$ cat config.mk
export PLATFORM = sky130hd
export DESIGN_NAME = div_unit
export DESIGN_NICKNAME = d
export VERILOG_FILES = /design/src/rtl/div_unit.sv
export SDC_FILE = /design/constraint.sdc
export NUM_CORES = 1
export LEC_CHECK = 0
export CORE_ASPECT_RATIO = 0.8
export CORE_MARGIN = 5
export CORE_UTILIZATION = 59
export DETAILED_ROUTE_END_ITERATION = 16
export GPL_ROUTABILITY_DRIVEN = 0
export PLACE_DENSITY = 0.86
export SETUP_SLACK_MARGIN = 0.4
export SYNTH_ARGS = -nofsm -noshare
export SYNTH_HDL_FRONTEND = slang
export SYNTH_SLANG_ARGS = --single-unit
$ cat constraint.sdc
create_clock -name clk -period 4.68 [get_ports clk]
set_input_delay 0.936 -clock clk [delete_from_list [all_inputs] [get_ports clk]]
set_output_delay 0.936 -clock clk [all_outputs]
set_load 0.005 [all_outputs]
$ cat src/rtl/div_unit.sv
// Restoring 32-bit DIV/DIVU, one quotient bit per cycle; {rem, quo} feeds HI/LO.
// Result is ready 33 edges after the accept edge (2 for divide-by-zero); the EX stage stalls until ready_o is high.
module div_unit #(
  parameter int DATA_W = 32,
  parameter int CNT_W  = 6
) (
  input  logic                clk,
  input  logic                rst,
  input  logic                signed_div_i,
  input  logic [DATA_W-1:0]   opdata1_i,
  input  logic [DATA_W-1:0]   opdata2_i,
  input  logic                start_i,
  input  logic                annul_i,
  output logic [2*DATA_W-1:0] result_o,
  output logic                ready_o
);

  typedef enum logic [1:0] {IDLE, BYZERO, ON, END} state_t;

  state_t              state, state_nxt;
  logic [CNT_W-1:0]    cnt;
  logic [DATA_W-1:0]   dvd;      // dividend shifts out MSB-first, quotient shifts in at LSB
  logic [DATA_W-1:0]   dvs;
  logic [DATA_W-1:0]   rem;
  logic [2*DATA_W-1:0] res;
  logic                sgn, s1, s2;

  logic [DATA_W:0]     shifted, diff;
  logic                qbit;
  logic [DATA_W-1:0]   rem_nxt, dvd_nxt, quo_fix, rem_fix, mag1, mag2;
  logic                accept, last_iter;

  assign accept    = start_i && !annul_i;
  assign last_iter = (cnt == CNT_W'(DATA_W - 1));

  always_comb begin
    mag1 = (signed_div_i && opdata1_i[DATA_W-1]) ? -opdata1_i : opdata1_i;
    mag2 = (signed_div_i && opdata2_i[DATA_W-1]) ? -opdata2_i : opdata2_i;
  end

  // Partial remainder stays below the divisor, so DATA_W bits suffice between iterations
  always_comb begin
    shifted = {rem, dvd[DATA_W-1]};
    diff    = shifted - {1'b0, dvs};
    qbit    = ~diff[DATA_W];
    rem_nxt = qbit ? diff[DATA_W-1:0] : shifted[DATA_W-1:0];
    dvd_nxt = {dvd[DATA_W-2:0], qbit};
    quo_fix = (sgn && (s1 ^ s2)) ? -dvd_nxt : dvd_nxt;
    rem_fix = (sgn && s1) ? -rem_nxt : rem_nxt;
  end

  always_comb begin
    state_nxt = state;
    case (state)
      IDLE:    if (accept) state_nxt = (opdata2_i == '0) ? BYZERO : ON;
      BYZERO:  state_nxt = END;
      ON:      if (annul_i) state_nxt = IDLE;
               else if (last_iter) state_nxt = END;
      END:     if (!start_i) state_nxt = IDLE;
      default: state_nxt = IDLE;
    endcase
  end

  always_ff @(posedge clk or negedge rst) begin
    if (!rst) state <= IDLE;
    else      state <= state_nxt;
  end

  always_ff @(posedge clk or negedge rst) begin
    if (!rst) begin
      cnt      <= '0;
      dvd      <= '0;
      dvs      <= '0;
      rem      <= '0;
      res      <= '0;
      sgn      <= 1'b0;
      s1       <= 1'b0;
      s2       <= 1'b0;
      result_o <= '0;
      ready_o  <= 1'b0;
    end else begin
      case (state)
        IDLE: begin
          ready_o  <= 1'b0;
          result_o <= '0;
          if (accept) begin
            sgn <= signed_div_i;
            s1  <= opdata1_i[DATA_W-1];
            s2  <= opdata2_i[DATA_W-1];
            if (opdata2_i != '0) begin
              dvd <= mag1;
              dvs <= mag2;
              rem <= '0;
              cnt <= '0;
            end
          end
        end
        BYZERO: res <= '0;
        ON: begin
          if (!annul_i) begin
            rem <= rem_nxt;
            dvd <= dvd_nxt;
            cnt <= cnt + 1'b1;
            if (last_iter) res <= {rem_fix, quo_fix};
          end
        end
        END: begin
          if (start_i) begin
            ready_o  <= 1'b1;
            result_o <= res;
          end else begin
            ready_o  <= 1'b0;
            result_o <= '0;
          end
        end
        default: begin
          ready_o  <= 1'b0;
          result_o <= '0;
        end
      endcase
    end
  end

endmodule

==> results of run 1 <==
## registers in the layout (all words and copies together), names as in the netlist
register  count
dvd          32
sgn           1
ready_o       1
state         2
result_o     64
cnt           6
dvs          32
res          64
rem          32
s2            1
s1            1
## per-layer routing
metal,wire length (um),vias to the layer above,GRT usage [%]
met5,0,-,0
met4,509,0,4.10
met3,4660,47,6.05
met2,16200,641,39.1
met1,17500,6200,43.8
li1,-,6060,-
## power by group through the flow
stage	registers [mW]	clock network [mW]	logic, mW
finish	2.97	1.86	7.12
global route	3.00	1.97	7.74
CTS	2.93	1.89	6.78
detailed placement	2.96	0	6.68
global placement	2.94	0	6.47
floorplan	2.73	0	5.12
## path summary, 6_finish.rpt
kind | end | slack (ps) | cells after the start
worst max-delay path | res[62] | 500 | 13
worst min-delay path | dvs[4] | 430 | 1
worst max register to register | res[62] | 500 | 13
worst min register to register | res[40] | 480 | 2
max in group asynchronous | dvd[28] | 3200 | 2
min in group clk | res[40] | 480 | 2
## worst max-delay path, cell delays in order, from the launching register on
cell and delay (ps):
dfrtp_1 440, ha_2 220, fa_1 410, nand2b_4 190, a21oi_4 210, o2111ai_4 190
a2111o_1 430, o211a_4 200, or4_1 460, o31a_4 160, or3b_4 430, and4bb_1 290
o22ai_1 120, a211o_1 280
## timing repair
action / CTS / global route
hold endpoints to repair: 0 / 0
pin swaps: 0 / 4
resized for setup: 2 / 15
setup buffers: 0 / 3
endpoints found under the setup margin: 13 / 24
## cell usage in the layout, fill, tap and decap left out, types with 5 or more instances in the layout
master	n
o21ai_0	189
xnor2_1	62
o41ai_1	13
and2_1	11
a21oi_1	111
nor2_1	117
buf_4	25
mux2_2	6
nand2_1	197
o31ai_1	22
a21o_1	15
nand4_1	9
a31oi_1	14
nor2b_1	6
a211oi_1	12
clkbuf_16	25
o211ai_1	5
dfrtp_1	236
nor3_1	34
nor4_1	15
o31a_1	7
o21a_1	6
or3_1	18
or4_1	15
nand2b_1	9
o21ai_1	6
inv_1	50
xor2_1	74
nand3_1	49
clkdlybuf4s50_1	132
and3_1	11
mux2i_1	30
ha_1	37
a22o_1	65
## cells by family (layout without fill, tap and decap cells)
logic type	count (synthesis)	after routing
fa+ha+maj	42	42
simple gates	525	525
mux	36	36
flops	236	236
compound gates	512	512
buf+inv	142	255
xor+xnor	136	136
## layout make-up
class,instances,area share (%)
Clock buffer,30,3.96
Clock inverter,12,0.633
Inverter,52,1.18
Multi-Input combinational cell,1251,47.3
Sequential cell,236,35.2
Tap cell,318,2.37
Timing Repair Buffer,161,9.43
## per-stage QoR
stage          cell area [um^2]  hold WS, ps  setup WS, ps
6_report                  16800          429           502
5_1_grt                   16800          505           378
4_1_cts                   16700          479           276
3_5_place_dp              15900          472           234
3_3_place_gp              15900          462           365
2_1_floorplan             14300          451           449
==> impl_metrics.csv, run 1 <==
group,metric,value,unit
run_status,outcome,"completed",
clocking,postCtsHoldBufs,0,
finish,final_nets,1838,
clocking,h-tree-depth,1,
drt,vias_per_cell,6.29,
yosys,ys_top_cells_by_count,"dfrtp_1, nand2_1, o21ai_0, nor2_1, a21oi_1",
sta,final_hold_viol_count,0,
finish,multi_input_area,0.00794,mm^2
power,power_leakage,7.30,nW
finish,fin_cells,2060,
critical_path,path_class,"flop to flop",
global_route,antenna_found_initial,0,
critical_path,critPathLaunchType,"flop",
finish,final_core_util,69.6,%
power,power.density,712,mW/mm^2
drt,routedWlPerCell,18.8,um
drt,firstDrtPassIters,6,
clocking,clk_latency,540,ps
yosys,yosysMostFrequentCell,"dfrtp_1",
drt,num_vias,12948,
drt,wirelength,38.8,mm
power,sequentialPowerShare,24.9,%
critical_path,cp-end-kind,"flop",
yosys,synth_compound_area_share,22.6,%
sta,tns,0,ps
sta,maxClockFrequency,0.239,GHz
flow_run,maxCapViolCount,0,
critical_path,setup.worst_path.start,"dvs[0]",
floorplanning,initial_utilization,59.4,%
floorplanning,die_x,184,um
sta,finalMaxSlewViolations,0,
placed_design,placed_cells,2015,
yosys,synth_simple_gate_area_share,17.4,%
yosys,syn_inst,1629,
finish,layout-drive-gt1-share,6.60,%
yosys,synth_top_area_cell,"dfrtp_1",
power,p_sw,5.85,mW
power,sw_frac_of_total,49.0,%
sta,setup-violations-final,0,
clocking,root_buffer,"clkbuf_16",
yosys,synthMuxAreaShare,2.57,%
clocking,clk_pin_slew,60,ps
sta,fin_crit,4180,ps
clocking,tritoncts,"done",
floorplanning,die_area,0.0275,mm^2
finish,seqCellArea,0.00591,mm^2
clocking,cts.path.max_buffers,3,
global_route,grt_pass1_wl,62.2,mm
yosys,ys.warnings.count,0,
finish,fillers,1829,
critical_path,cp.required,5090,ps
yosys,synth_top_family_by_area,"compound AO/OA/AOI/OAI gates",
clocking,cts_buffers,25,
sta,slew-limit-headroom,27.1,%
power,vdd_ir_drop_max,0.396,mV
yosys,ys.flop_type,"dfrtp_1",
yosys,synth_fa_ha_area_share,3.72,%
yosys,yosys-top-cells-area,"dfrtp_1, o21ai_0, nand2_1",
yosys,syn_avg_cell_area,8.79,um^2
global_route,gr-usage-all-layers,27.4,%
critical_path,cp.arrival,4590,ps
global_route,grt_pass1_vias,11854,
finish,syn_to_final_growth,17.2,%
drt,ant_nets,0,
power,p_int,6.10,mW
yosys,synth_edf_count,0,
drt,drc_errors,0,
sta,rsz0062_at_grt,"no",
sta,fin_skew,15.0,ps
clocking,cts_sinks,236,
yosys,syn_nets,1740,
finish,antenna_cells,0,
sta,fin_crit_sh,89.3,%
global_route,grt_max_degree,112,
floorplanning,rows,51,
yosys,async_flop_share,100,%
placed_design,io_buffers,133,
drt,drt_iter0_drc,1474,
global_route,grt.overflow.total,0,
power,combPwrFrac,59.5,%
floorplanning,ios,134,
min_path,min_path_type,"input port to async pin",
critical_path,path_max_fanout,10,
critical_path,rr_startpoint,"dvs[0]",
yosys,synth_area,0.0143,mm^2
yosys,synth_top_area_share,41.2,%
power,clkPwrFrac,15.6,%
yosys,synthXorXnorAreaFrac,8.32,%
yosys,synth_seq_area_share,41.2,%
floorplanning,coreArea,0.0241,mm^2
placed_design,hpwl,28.4,mm
power,finalPower,12.0,mW
yosys,ys_ff_latch,236,
yosys,synth.distinct_cells,79,
floorplanning,die_h,149,um
sta,worst_slew_pin_slew,1090,ps
No activity file was read; power rests on OpenSTA's default activity.
==> run 2: changes to the inputs <==
--- a/config.mk
+++ b/config.mk
@@ -5,11 +5,12 @@
 export SDC_FILE = /design/constraint.sdc
 export NUM_CORES = 1
 export LEC_CHECK = 0
-export CORE_ASPECT_RATIO = 0.8
+export CORE_ASPECT_RATIO = 1.4
 export CORE_MARGIN = 5
 export CORE_UTILIZATION = 59
 export DETAILED_ROUTE_END_ITERATION = 16
 export GPL_ROUTABILITY_DRIVEN = 0
+export MAX_ROUTING_LAYER = met4
 export PLACE_DENSITY = 0.86
 export SETUP_SLACK_MARGIN = 0.4
 export SYNTH_ARGS = -nofsm -noshare
==> impl_metrics.csv, run 2 (synthesis gave the netlist of run 1 again) <==
group,metric,value,unit
sta,setup-violations-final,0,
global_route,grt_pass1_wl,63.6,mm
floorplanning,die_area,0.0275,mm^2
sta,slew-limit-headroom,39.8,%
sta,fin_skew,14.1,ps
global_route,grt.overflow.total,0,
critical_path,cp-end-kind,"flop",
power,power.density,711,mW/mm^2
sta,worst_slew_pin_slew,903,ps
clocking,h-tree-depth,1,
sta,finalMaxSlewViolations,0,
finish,final_core_util,70.5,%
sta,final_hold_viol_count,0,
finish,antenna_cells,0,
finish,syn_to_final_growth,18.0,%
clocking,root_buffer,"clkbuf_16",
critical_path,worstReg2RegEnd,"res[62]",
drt,drc_errors,0,
drt,num_vias,13038,
clocking,postCtsHoldBufs,0,
finish,final_common_cell,"dfrtp_1",
finish,final_cell_mix,"dfrtp_1, nand2_1, o21ai_0",
finish,fillers,1808,
finish,reg.largest.list,"res: 64 flops, result_o: 64 flops",
clocking,clk_latency,510,ps
critical_path,reg2reg_slack,530,ps
sta,fin_crit,4150,ps
finish,layout-drive-gt1-share,6.94,%
clocking,cts.path.max_buffers,3,
drt,vias_per_cell,6.35,
critical_path,critPathLaunchType,"flop",
floorplanning,ios,134,
critical_path,setup.worst_path.start,"dvd[31]",
drt,firstDrtPassIters,7,
flow_run,maxCapViolCount,0,
min_path,min_path_type,"input port to async pin",
placed_design,place_area,0.0159,mm^2
sta,tns,0,ps
critical_path,rr_startpoint,"dvd[31]",
critical_path,path_class,"flop to flop",
sta,fin_crit_sh,88.8,%
critical_path,cp.required,5080,ps
clocking,tritoncts,"done",
power,power_leakage,7.35,nW
critical_path,path_max_fanout,18,
placed_design,placed_cells,2006,
finish,final_nets,1838,
drt,wirelength,39.3,mm
power,vdd_ir_drop_max,0.341,mV
clocking,cts_buffers,23,
drt,ant_nets,0,
placed_design,io_buffers,133,
global_route,grt_max_degree,119,
global_route,antenna_found_initial,0,
sta,rsz0062_at_grt,"no",
placed_design,hpwl,28.2,mm
critical_path,worstRegToRegCells,15,
critical_path,cp.arrival,4550,ps
power,finalPower,12.0,mW
drt,drt_iter0_drc,1195,
floorplanning,rows,67,
finish,fin_area,0.0169,mm^2
global_route,grt_pass1_vias,12676,
global_route,gr-usage-all-layers,28.5,%
sta,maxClockFrequency,0.241,GHz
run_status,outcome,"completed",
clocking,clk_pin_slew,70,ps
floorplanning,initial_utilization,59.7,%
floorplanning,coreArea,0.0240,mm^2
finish,fin_cells,2053,
floorplanning,die_x,142,um
drt,routedWlPerCell,19.1,um
floorplanning,die_h,194,um
clocking,cts_sinks,236,
run 2: worst max path at each step:
| stage | to | slack [ps] | cells after the start |
|---|---|---|---|
| 2_1_floorplan | res[20] | 450 | 19 |
| 3_3_place_gp | dvd[31] | 410 | 14 |
| 3_5_place_dp | res[62] | 270 | 15 |
| 4_1_cts | res[30] | 390 | 17 |
| 5_1_grt | res[62] | 370 | 15 |
| 6_report | res[62] | 530 | 15 |
run 2: worst max-delay path: stages, from the launching register on:
cell and delay, ps:
dfrtp_1 340, inv_1 70, ha_1 230, fa_1 410
nand2b_4 180, a21oi_4 210, o2111ai_4 180, a2111o_1 450
o211a_2 200, buf_8 190, or3_1 320, o31a_2 150
or3b_4 420, and4bb_1 310, o22ai_1 90, a211o_1 300
run 2: cell type report:
type	instances	area (um^2)	area share, %
clock buffer	30	652	3.85
timing repair buffer	163	1640	9.68
sequential	236	5910	34.9
tap	310	388	2.29
inverter	52	198	1.17
clock inverter	11	170	1.01
multi-input combinational	1251	7960	47.1
run 2: per-layer routing:
metal	routed length [um]	global-route usage [%]	vias up
met3	2700	3.29	148
met4	1900	12.9	0
met1	14900	34.3	6203
li1	-	-	6056
met5	0	-	-
met2	19800	48.1	631
run 2: what timing repair did:
| item | 4_1_cts | 5_1_grt |
|---|---|---|
| pin swaps | 0 | 7 |
| setup buffers | 0 | 5 |
| cloned | 0 | 1 |
| setup endpoints to repair | 2 | 23 |
| resized for setup | 2 | 26 |
run 2: metrics by stage:
step                      hold WS (ps)  worst slack, ps
after floorplan                    451              449
after global placement             462              405
after detailed placement           468              275
after CTS                          483              393
after global routing               507              368
final                              458              526
run 2: power breakdown:
group          switching, mW  total [mW]  internal, mW  leakage, nW
Clock                  0.818        2.03          1.21        0.396
Sequential             0.438        2.87          2.44         3.16
Combinational           4.46        7.12          2.67         3.80
Total                   5.71        12.0          6.31         7.35
==> run 3: changes to the inputs <==
--- a/config.mk
+++ b/config.mk
@@ -5,9 +5,11 @@
 export SDC_FILE = /design/constraint.sdc
 export NUM_CORES = 1
 export LEC_CHECK = 0
+export CAP_MARGIN = 20
 export CORE_ASPECT_RATIO = 1.4
 export CORE_MARGIN = 5
 export CORE_UTILIZATION = 59
+export CTS_CLUSTER_SIZE = 25
 export DETAILED_ROUTE_END_ITERATION = 16
 export GPL_ROUTABILITY_DRIVEN = 0
 export MAX_ROUTING_LAYER = met4
==> constraint.sdc (replaced) <==
create_clock -name clk -period 4.68 [get_ports clk]
set_input_delay 0.936 -clock clk [delete_from_list [all_inputs] [get_ports clk]]
set_output_delay 0.936 -clock clk [all_outputs]
set_load 0.02 [all_outputs]
==> results of run 3 <==
Same layout as run 2 (identical final DEF). Status: completed.
